--- config.mk ---
export PLATFORM = sky130hd
export DESIGN_NAME = llr_loader
export DESIGN_NICKNAME = d
export VERILOG_FILES = /design/src/rtl/llr_loader.sv
export SDC_FILE = /design/constraint.sdc
export NUM_CORES = 1
export LEC_CHECK = 0
export BUFFER_PORTS_ARGS = -buffer_cell sky130_fd_sc_hd__buf_2
export CAP_MARGIN = 15
export CORE_UTILIZATION = 45
export DETAILED_ROUTE_END_ITERATION = 10
export GPL_ROUTABILITY_DRIVEN = 0
export PLACE_DENSITY = 0.71
export SLEW_MARGIN = 20
export SYNTH_ARGS = -nofsm -noshare
export SYNTH_HDL_FRONTEND = slang
export SYNTH_SLANG_ARGS = --single-unit
--- constraint.sdc ---
create_clock -name clk -period 1.95 [get_ports clk]
set_input_delay 0.39 -clock clk [delete_from_list [all_inputs] [get_ports clk]]
set_output_delay 0.39 -clock clk [all_outputs]
set_load 0.01 [all_outputs]
--- src/rtl/llr_loader.sv ---
// llr_loader: saturates streamed channel LLRs and writes them one per cell via a one-hot strobe.
module llr_loader #(
  parameter int D_WID   = 8,
  parameter int IN_WID  = 10,
  parameter int N_CELL  = 16,
  parameter int CNT_WID = 4
) (
  input  logic              clk,
  input  logic              reset_n,
  input  logic              start,
  input  logic [IN_WID-1:0] llr_in,
  input  logic              llr_valid,
  output logic              llr_ready,
  output logic [D_WID-1:0]  din,
  output logic [N_CELL-1:0] sin,
  output logic              busy,
  output logic              load_done,
  output logic              sat_flag
);
  typedef enum logic [1:0] {IDLE, LOAD, DONE} state_t;
  localparam logic signed [IN_WID-1:0] PMAX = IN_WID'(2 ** (D_WID - 1) - 1);
  localparam logic signed [IN_WID-1:0] NMAX = -PMAX;
  state_t state;
  logic [CNT_WID-1:0] cnt;
  logic signed [IN_WID-1:0] llr_s;
  logic hi, lo;
  logic [D_WID-1:0] sat_val;
  assign llr_s = llr_in;
  assign hi = llr_s > PMAX;
  assign lo = llr_s < NMAX;
  // symmetric clip: the most negative code is never produced
  assign sat_val = hi ? PMAX[D_WID-1:0] : lo ? NMAX[D_WID-1:0] : llr_in[D_WID-1:0];
  always_ff @(posedge clk or negedge reset_n) begin
    if (!reset_n) begin
      state     <= IDLE;
      cnt       <= '0;
      din       <= '0;
      sin       <= '0;
      llr_ready <= 1'b0;
      busy      <= 1'b0;
      load_done <= 1'b0;
      sat_flag  <= 1'b0;
    end else begin
      sin       <= '0;
      load_done <= 1'b0;
      case (state)
        IDLE: if (start) begin
          state     <= LOAD;
          cnt       <= '0;
          sat_flag  <= 1'b0;
          busy      <= 1'b1;
          llr_ready <= 1'b1;
        end
        LOAD: if (llr_valid && llr_ready) begin
          din <= sat_val;
          sin <= N_CELL'(1) << cnt;
          if (hi || lo) sat_flag <= 1'b1;
          if (cnt == CNT_WID'(N_CELL - 1)) begin
            state     <= DONE;
            llr_ready <= 1'b0;
            load_done <= 1'b1;
          end else cnt <= cnt + 1'b1;
        end
        DONE: begin
          state <= IDLE;
          busy  <= 1'b0;
        end
        default: state <= IDLE;
      endcase
    end
  end
endmodule
==> metrics, run 1 <==
outcome=complete, no violations; count leader, synth=dfrtp_1; sw frac=0.341; Synth area leaders=dfrtp_1, ha_1, and2_1, and3_1, nand2_1; Synth cell types=33; Worst Path Max Fanout=10; Yosys warning count=0; FF-to-FF End=cnt[0]; post-cts repair resize count=0; combinational fraction of design power=0.301; initial antenna violation count=0; Final Cycle Share=0.802; switching pwr=around 0.66 mW; first-pass GRT wire length=roughly 4300 um; power share of the clock group=0.204; post-layout net count=about 190; number of global-route vias before repair=approximately 1000; final non-filler cell total=between 200 and 250; Crit path arrival time=1.78 ns; area leader, netlist=dfrtp_1; Max-slew headroom=0.526; Clock Path Buffers=2; Worst-Margin Slew=about 0.71 ns; crit path cell chain=and4b_1 -> o21ai_2 -> mux2_2; overall routing resource usage=0.173; CP Capture Type=flip-flop; Max Cap Viol=0; final hold violation count=0; CP max stage delay=approximately 0.47 ns; num ports=42; Critical path buffers and inverters=0; H-tree depth=2; Antenna Nets Post-Route=0; drt total wl=approximately 2600 um; EDFF count, synth=0; clk sink count=34; mean post-synth cell area=about 11 um2; internal power=1.27 mW; ys async rst share=1.00; drt first pass iters=4; Worst EP required=approximately 2.2 ns; sequential power share=0.494; setup_tns=0 ns; fin. max-slew vios=0; CTS tree=built; largest net degree at the start of global routing=35; FF-to-FF path depth=3; die height=between 50 and 60 um; Synth Register Bits=34; post-synth net total=148; Core Region=between 3000 and 4000 um2; DR iter-0 viols=26; via count=1054; leading register cell type out of synthesis=dfrtp_1; R2R setup slack=0.39 ns; Power Density=1100 nW/um2; Final min period=about 1.6 ns; Die Wd=58.7 um; CP Class=reg2reg; Area Growth Syn to Fin=21.4%; Crit Reg-Reg Startpoint=state[0]; Setup Viol. Count Final=0; Post-synth top cells=dfrtp_1, nand2_1, nor2_1; grt ovf=0; ANT cells=0; Worst path slowest cell=dfrtp_1; DP Wirelength=a little under 2000 um; Initial Utilization=0.475; area share of the leading cell type in the synthesized netlist=0.587; Num CTS Buffers=5; drt drc=0; Cells after Synth=about 130; worst skew pair latency=between 0.3 and 0.4 ns; Startpoint Class=flip-flop; unrepaired setup endpoints after global routing=no; PortBufs=41; Mapped Area=between 1000 and 1500 um2; row count=20; Root Buffer=clkbuf_4; WL/cell=~12 um; f_max=~640 MHz; delay-heaviest family, CP=flip-flops; Hold Buf Count CTS=0; vias per std cell=a little under 5; Max VDD drop=between 0.0005 and 0.0006 V; layout cell share with drive strength beyond 1=0.328; Clock transition at path regs=around 0.10 ns; Post-CTS Setup Inserts=0; Pleak=between 0.9 and 1 nW; die area=3450 um2; Layout Skew=0.0101 ns; Worst Hold Class=in2async; placed cells=210; part of the Yosys area used for sequential elements=0.587
-- state kept, by name, indices dropped and copies added, names as in the netlist --
signal and flops:
busy 1, cnt 4, din 8, llr_ready 1, load_done 1, sat_flag 1, sin 16, state 2
-- power groups by stage --
| stage | Combinational (mW) | Sequential, mW | Clock [mW] |
|---|---|---|---|
| after floorplan | 0.340 | 0.984 | 0 |
| final | 0.582 | 0.955 | 0.395 |
| after global routing | 0.666 | 0.976 | 0.435 |
| after CTS | 0.592 | 0.955 | 0.405 |
| after detailed placement | 0.589 | 0.968 | 0 |
| after global placement | 0.575 | 0.957 | 0 |
-- layout by cell type (no fill, tap or decap), types with 5 or more instances in the layout --
master	count
and2_1	10
nor2_1	12
buf_2	41
clkbuf_4	5
o21ai_0	6
ha_1	6
and3_1	8
dfrtp_1	34
nand2_1	13
-- through the flow --
step / power, mW / area (um2) / hold WS, ns / setup slack (ns) / util
CTS: 1.95 / 1760 / 0.112 / 0.380 / 0.576
detailed placement: 1.56 / 1700 / 0.464 / 0.300 / 0.557
floorplan: 1.32 / 1450 / 0.0944 / 0.471 / -
finish: 1.93 / 1760 / 0.0957 / 0.386 / 0.576
global placement: 1.53 / 1700 / 0.456 / 0.340 / 0.557
global route: 2.08 / 1760 / 0.148 / 0.284 / 0.576
-- layout make-up --
type                    instances  area [um2]
clock buffers                   7        55.1
clock inverters                 1        5.00
fillers                       309        1290
inverters                       4        15.0
multi-input cells              86         566
flip-flops and latches         34         851
well taps                      44        55.1
repair buffers                 42         213
-- kinds of logic after synthesis --
| group | Yosys count | synth area share |
|---|---|---|
| multiplexers | 4 | 0.0294 |
| buffers and inverters | 8 | 0.0225 |
| adder cells (fa/ha/maj) | 6 | 0.0518 |
| AO/OA/AOI/OAI | 19 | 0.0907 |
| flip-flops | 34 | 0.587 |
| AND/OR/NAND/NOR | 57 | 0.218 |
-- worst max path at each step --
stage | start | end | slack [ns] | depth (start not counted)
CTS | state[0] | cnt[0] | 0.38 | 3
detailed placement | llr_in[2] | din[0] | 0.30 | 4
global route | cnt[0] | cnt[0] | 0.28 | 4
global placement | llr_in[2] | din[0] | 0.34 | 4
finish | state[0] | cnt[0] | 0.39 | 3
floorplan | state[0] | cnt[0] | 0.47 | 5
-- per-layer routing --
layer	up-vias	track usage	routed length [um]
li1	527	-	-
met1	496	0.220	1170
met2	24	0.261	1250
met3	7	0.0396	109
met4	0	0.119	68
met5	-	0	0
Power figures use the tool's default switching activity.
==> run 2, diff against run 1 <==
- PLACE_DENSITY: 0.71 -> 0.74
- clock period: 1.95 -> 1.3 ns (I/O delays scaled with it)
==> metrics, run 2 (synthesized netlist as in run 1, its figures left out) <==
outcome=complete, but fails checks; failing checks=negative setup slack; Max-slew headroom=0.734 (+0.207); DP Wirelength=2260 um (+17%); hold slack=0.196 ns (+0.101 ns); layout cell share with drive strength beyond 1=0.525 (+0.197); FF-to-FF path depth=5 (+2); first-pass GRT wire length=5280 um (+22%); Multi-input gate area=691 um2 (+22%); row count=20 (unchanged); most common cell after layout, fill and taps aside=buf_2; setup_tns=-0.604 ns (-0.604 ns); largest net degree at the start of global routing=20 (-43%); Power Density=1660 nW/um2 (+51%); Crit Reg-Reg Startpoint=state[1]; PortBufs=41 (unchanged); Startpoint Class=flip-flop; overall routing resource usage=0.208 (+0.0349); commonest cells after routing, fill and taps aside=buf_2, dfrtp_1, buf_4; ANT cells=0 (unchanged); Hold EP=din[2]; Max VDD drop=0.000907 V (+76%); Setup Viol. Count Final=21 (+21); Top reg by flops=sin; GR Util met1=0.245 (+0.0245); worst skew pair latency=0.33 ns (about the same); H-tree depth=2 (unchanged); Worst EP required=1.51 ns (-0.66 ns); register area=852 um2 (+0.15%); WL/cell=13.1 um (+9.9%); total power=3.56 mW (+84%); vias per std cell=4.85 (+0.39%); pre-CTS setup slack=-0.208 ns (-0.508 ns); FILL cells=228 (-26%); initial antenna violation count=0 (unchanged); die height=58.7 um (unchanged); Num CTS Buffers=5 (unchanged); drt first pass iters=4 (unchanged); grt ovf=0 (unchanged); unrepaired setup endpoints after global routing=yes; Crit path arrival time=1.59 ns (-0.19 ns); Worst Hold Class=in2reg; fin. max-slew vios=0 (unchanged); Final Cycle Share=1.06 (+0.255); die area=3450 um2 (unchanged); Top Registers=sin: 16 flops, din: 8 flops, cnt: 4 flops; via count=1194 (+13%); Worst Path Max Fanout=8 (-2); max reg flops=16 (unchanged); drt drc=0 (unchanged); post-layout net count=221 (+15%); drt total wl=3220 um (+24%); Core Region=3050 um2 (unchanged); Initial Utilization=0.475 (unchanged); Worst-Margin Slew=0.400 ns (-0.311 ns); Area Growth Syn to Fin=48.2%; met2 Use GR=0.352 (+0.0909); Die Wd=58.7 um (unchanged); FF-to-FF End=din[0]; Clock transition at path regs=0.10 ns (about the same); Pleak=1.15 nW (+20%); Final min period=1.37 ns (-0.190 ns); Max Cap Viol=0 (unchanged); CP Class=reg2reg; DR iter-0 viols=23 (-12%); num ports=42 (unchanged); hold-critical path depth=3; CTS tree=built; R2R setup slack=-0.07 ns (-0.46 ns); Clock Path Buffers=2 (unchanged); met3 global-route usage=0.0637 (+0.0242); Antenna Nets Post-Route=0 (unchanged); Layout Skew=0.00752 ns (-0.00254 ns); clk sink count=34 (unchanged); busiest grt layer=met2; Root Buffer=clkbuf_4; hold wc startpoint=llr_in[2]; Worst Setup Slack, final=-0.0737 ns (-0.460 ns); f_max=728 MHz (+14%); final hold violation count=0 (unchanged); number of global-route vias before repair=1170 (+15%); CP Capture Type=flip-flop
run 2: stage by stage:
stage	std cells	area [um2]	util
5_1_grt	246	2150	0.703
6_report	246	2150	0.703
3_3_place_gp	232	1900	0.621
2_1_floorplan	128	1480	-
4_1_cts	244	2060	0.675
3_5_place_dp	232	1900	0.621
run 2: worst max-delay path by stage:
stage,startpoint,end
2_1_floorplan,state[0],cnt[0]
3_3_place_gp,llr_in[2],din[0]
3_5_place_dp,llr_in[2],din[0]
4_1_cts,state[1],din[0]
5_1_grt,state[1],cnt[3]
6_report,state[1],din[0]
run 2: final cells by class:
class	count	share of cell area
Multi-Input combinational cell	86	0.322
Sequential cell	34	0.397
Inverter	4	0.00699
Timing Repair Buffer	70	0.214
Clock inverter	1	0.0140
Tap cell	44	0.0256
Clock buffer	7	0.0210
run 2: worst max-delay path: stages (launching register included):
cell      delay (ns)
dfrtp_1         0.43
buf_6           0.14
nand4b_1        0.30
buf_6           0.24
nor2_2          0.08
o22ai_1         0.06
run 2: report_power, final:
group	total, mW	switching, mW	internal, mW
clock network	0.744	0.336	0.408
logic	1.39	0.692	0.699
registers	1.43	0.154	1.27
run 2: layer usage:
metal / wire length (um) / part of all wire
met4: 45 / 0.014
met2: 1660 / 0.52
met1: 1380 / 0.43
met5: 0 / 0
met3: 136 / 0.042
run 2: timing repair:
item | CTS | global route
endpoints found under the setup margin | 27 | 33
hold buffers | 1 | 0
setup buffers | 3 | 2
resized for setup | 19 | 21
hold endpoints to repair | 15 | 0
pin swaps | 8 | 13
==> run 3, diff against run 2 <==
--- a/config.mk
+++ b/config.mk
@@ -7,4 +7,5 @@
 export LEC_CHECK = 0
+export ABC_AREA = 1
 export BUFFER_PORTS_ARGS = -buffer_cell sky130_fd_sc_hd__buf_2
-export CAP_MARGIN = 15
+export CAP_MARGIN = 10
 export CORE_UTILIZATION = 45
--- a/constraint.sdc
+++ b/constraint.sdc
@@ -3,2 +3,2 @@
 set_output_delay 0.26 -clock clk [all_outputs]
-set_load 0.01 [all_outputs]
+set_load 0.1 [all_outputs]
==> metrics, run 3 <==
outcome=complete, but fails checks; failing checks=design-rule violations, negative setup slack; Worst Path Max Fanout=3 (-5); setup_tns=-0.0305 ns (+0.574 ns); layout cell share with drive strength beyond 1=0.405 (-0.120); Max Cap Viol=0 (unchanged); via count=1174 (-1.7%); Final min period=1.32 ns (-0.0582 ns); Crit path arrival time=1.06 ns (-0.53 ns); Max VDD drop=0.00193 V (+110%); area share of the leading cell type in the synthesized netlist=0.608 (+0.0205); final core utilization=0.779 (+0.0752); largest net degree at the start of global routing=22 (+10%); delay-heaviest family, CP=flip-flops; Synth area leaders=dfrtp_1, nor2_1, nand2_1, ha_1, o21ai_0; Max Used Layer=met4; DP Wirelength=2190 um (-3.2%); Area Growth Syn to Fin=58.6%; Yosys warning count=0 (unchanged); drt drc=4 (+4); Core Region=2850 um2 (-6.6%); vias per std cell=4.97 (+2.5%); Cells after Synth=144 (+13%); Initial Utilization=0.491 (+0.0162); Post-synth top cells=dfrtp_1, nor2_1, nand2_1; Worst EP required=1.04 ns (-0.47 ns); unrepaired setup endpoints after global routing=yes; post-layout net count=224 (+1.4%); DR iter-0 viols=26 (+13%); ANT cells=0 (unchanged); Root Buffer=clkbuf_4; num ports=42 (unchanged); count leader, synth=dfrtp_1; Pleak=1.10 nW (-4.5%); Top Registers=sin: 16 flops, din: 8 flops, cnt: 4 flops; Final Cycle Share=1.01 (-0.0448); CP max stage delay=0.53 ns (+0.10 ns); Top reg by flops=sin; f_max=760 MHz (+4.4%); Setup Viol. Count Final=2 (-90%); CP Capture Type=output pin; first-pass GRT wire length=4780 um (-9.4%); most common cell after layout, fill and taps aside=dfrtp_1; number of global-route vias before repair=1151 (-1.6%); leading register cell type out of synthesis=dfrtp_1; Worst Hold Class=in2reg; Worst path slowest cell=dfrtp_4; overall routing resource usage=0.195 (-0.0125); PortBufs=41 (unchanged); die area=3340 um2 (-3.2%); Layout Skew=0.00876 ns (+0.00125 ns); initial antenna violation count=0 (unchanged); final hold violation count=0 (unchanged); clk sink count=34 (unchanged); Multi-input gate area=514 um2 (-26%); grt ovf=0 (unchanged); register area=855 um2 (+0.29%); Max-slew headroom=0.704 (-0.0296); Startpoint Class=flip-flop; commonest cells after routing, fill and taps aside=dfrtp_1, nor2_1, nand2_1; met2 wire len=1580 um (-4.7%); drt total wl=2940 um (-8.6%); crit path cell chain=buf_12; Die Wd=57.8 um (-1.6%); Critical path buffers and inverters=1 (-1); post-synth net total=164 (+11%); area leader, netlist=dfrtp_1; M1 wire length=1130 um (-18%); max reg flops=16 (unchanged); Mapped Area=1400 um2 (-3.4%); H-tree depth=2 (unchanged); WL/cell=12.4 um (-4.7%); EDFF count, synth=0 (unchanged); CP Class=reg2out; drt first pass iters=7 (+3); Num CTS Buffers=5 (unchanged); mean post-synth cell area=9.72 um2 (-14%); R2R setup slack=-0.01 ns (+0.06 ns); Clock transition at path regs=0.10 ns (about the same); Clock Path Buffers=2 (unchanged); FILL cells=177 (-22%); row count=19 (-5.0%); worst skew pair latency=0.34 ns (about the same); Synth cell types=20 (-39%); DR WL met3=172 um (+26%); CTS tree=built; Worst-Margin Slew=0.444 ns (+0.0443 ns); Power Density=2140 nW/um2 (+29%); die height=57.8 um (-1.6%); Worst Setup Slack, final=-0.0155 ns (+0.0582 ns); Antenna Nets Post-Route=0 (unchanged); part of the Yosys area used for sequential elements=0.608 (+0.0205); ys async rst share=1.00 (unchanged); Synth Register Bits=34 (unchanged); fin. max-slew vios=0 (unchanged)
[run 3: cell types whose count changed after synthesis, sizes merged, moves of 4 or more]
| cell | change |
|---|---|
| nor2 | +22 |
| nand2 | +16 |
| inv | +12 |
| and2 | -10 |
| and3 | -8 |
| o21ai | +5 |
| nand3 | +4 |
| nor3b | -4 |
[run 3: cells by family (layout without fill, tap and decap cells)]
logic type               Yosys count  after routing  share of synthesized area
buffers and inverters             18             79                     0.0545
AND/OR/NAND/NOR                   68             68                      0.199
flip-flops                        34             34                      0.608
adder cells (fa/ha/maj)            6              6                     0.0536
AO/OA/AOI/OAI                     18             18                     0.0849
[run 3: worst paths after layout]
| check | start | endpoint | depth (start not counted) |
|---|---|---|---|
| worst max-delay path | llr_ready | llr_ready | 1 |
| min in group asynchronous | reset_n | sin[11] | 2 |
| worst min-delay path | llr_in[9] | din[7] | 3 |
| worst max register to register | llr_ready | cnt[1] | 8 |
| worst min register to register | state[1] | busy | 1 |
| max in group asynchronous | reset_n | sat_flag | 3 |
[run 3: metrics by stage]
| step | cells | hold slack (ns) | setup slack (ns) | power (mW) | cell area, um2 |
|---|---|---|---|---|---|
| 2_1_floorplan | 144 | -0.0356 | -0.0769 | 3.03 | 1410 |
| 3_3_place_gp | 223 | 0.219 | 0.0768 | 3.94 | 2060 |
| 3_5_place_dp | 223 | 0.231 | 0.0140 | 4.00 | 2060 |
| 4_1_cts | 235 | 0.193 | -0.0203 | 4.76 | 2180 |
| 5_1_grt | 236 | 0.191 | -0.0672 | 4.97 | 2220 |
| 6_report | 236 | 0.209 | -0.0155 | 4.76 | 2220 |
[run 3: per-layer routing]
metal	GRT usage	vias up
met1	0.204	563
met5	0	-
met3	0.0625	6
met4	0.102	0
li1	-	564
met2	0.350	41
[run 3: area by class of cell]
class | instances | area share
multi-input combinational | 92 | 0.232
timing repair buffer | 54 | 0.299
tap | 31 | 0.0175
sequential | 34 | 0.385
inverter | 17 | 0.0321
clock buffer | 8 | 0.0355
[run 3: repair_timing]
| action | CTS | global route |
|---|---|---|
| hold buffers | 1 | 0 |
| endpoints found under the hold margin | 19 | 0 |
| gates resized for setup | 6 | 8 |
| pin swaps | 3 | 2 |
| setup endpoints to repair | 7 | 13 |
| buffers inserted | 3 | 1 |
[run 3: report_power, final]
group	internal, mW	switching, mW
sequential	1.26	0.205
clock	0.369	0.344
combinational	0.883	1.70
total	2.51	2.25
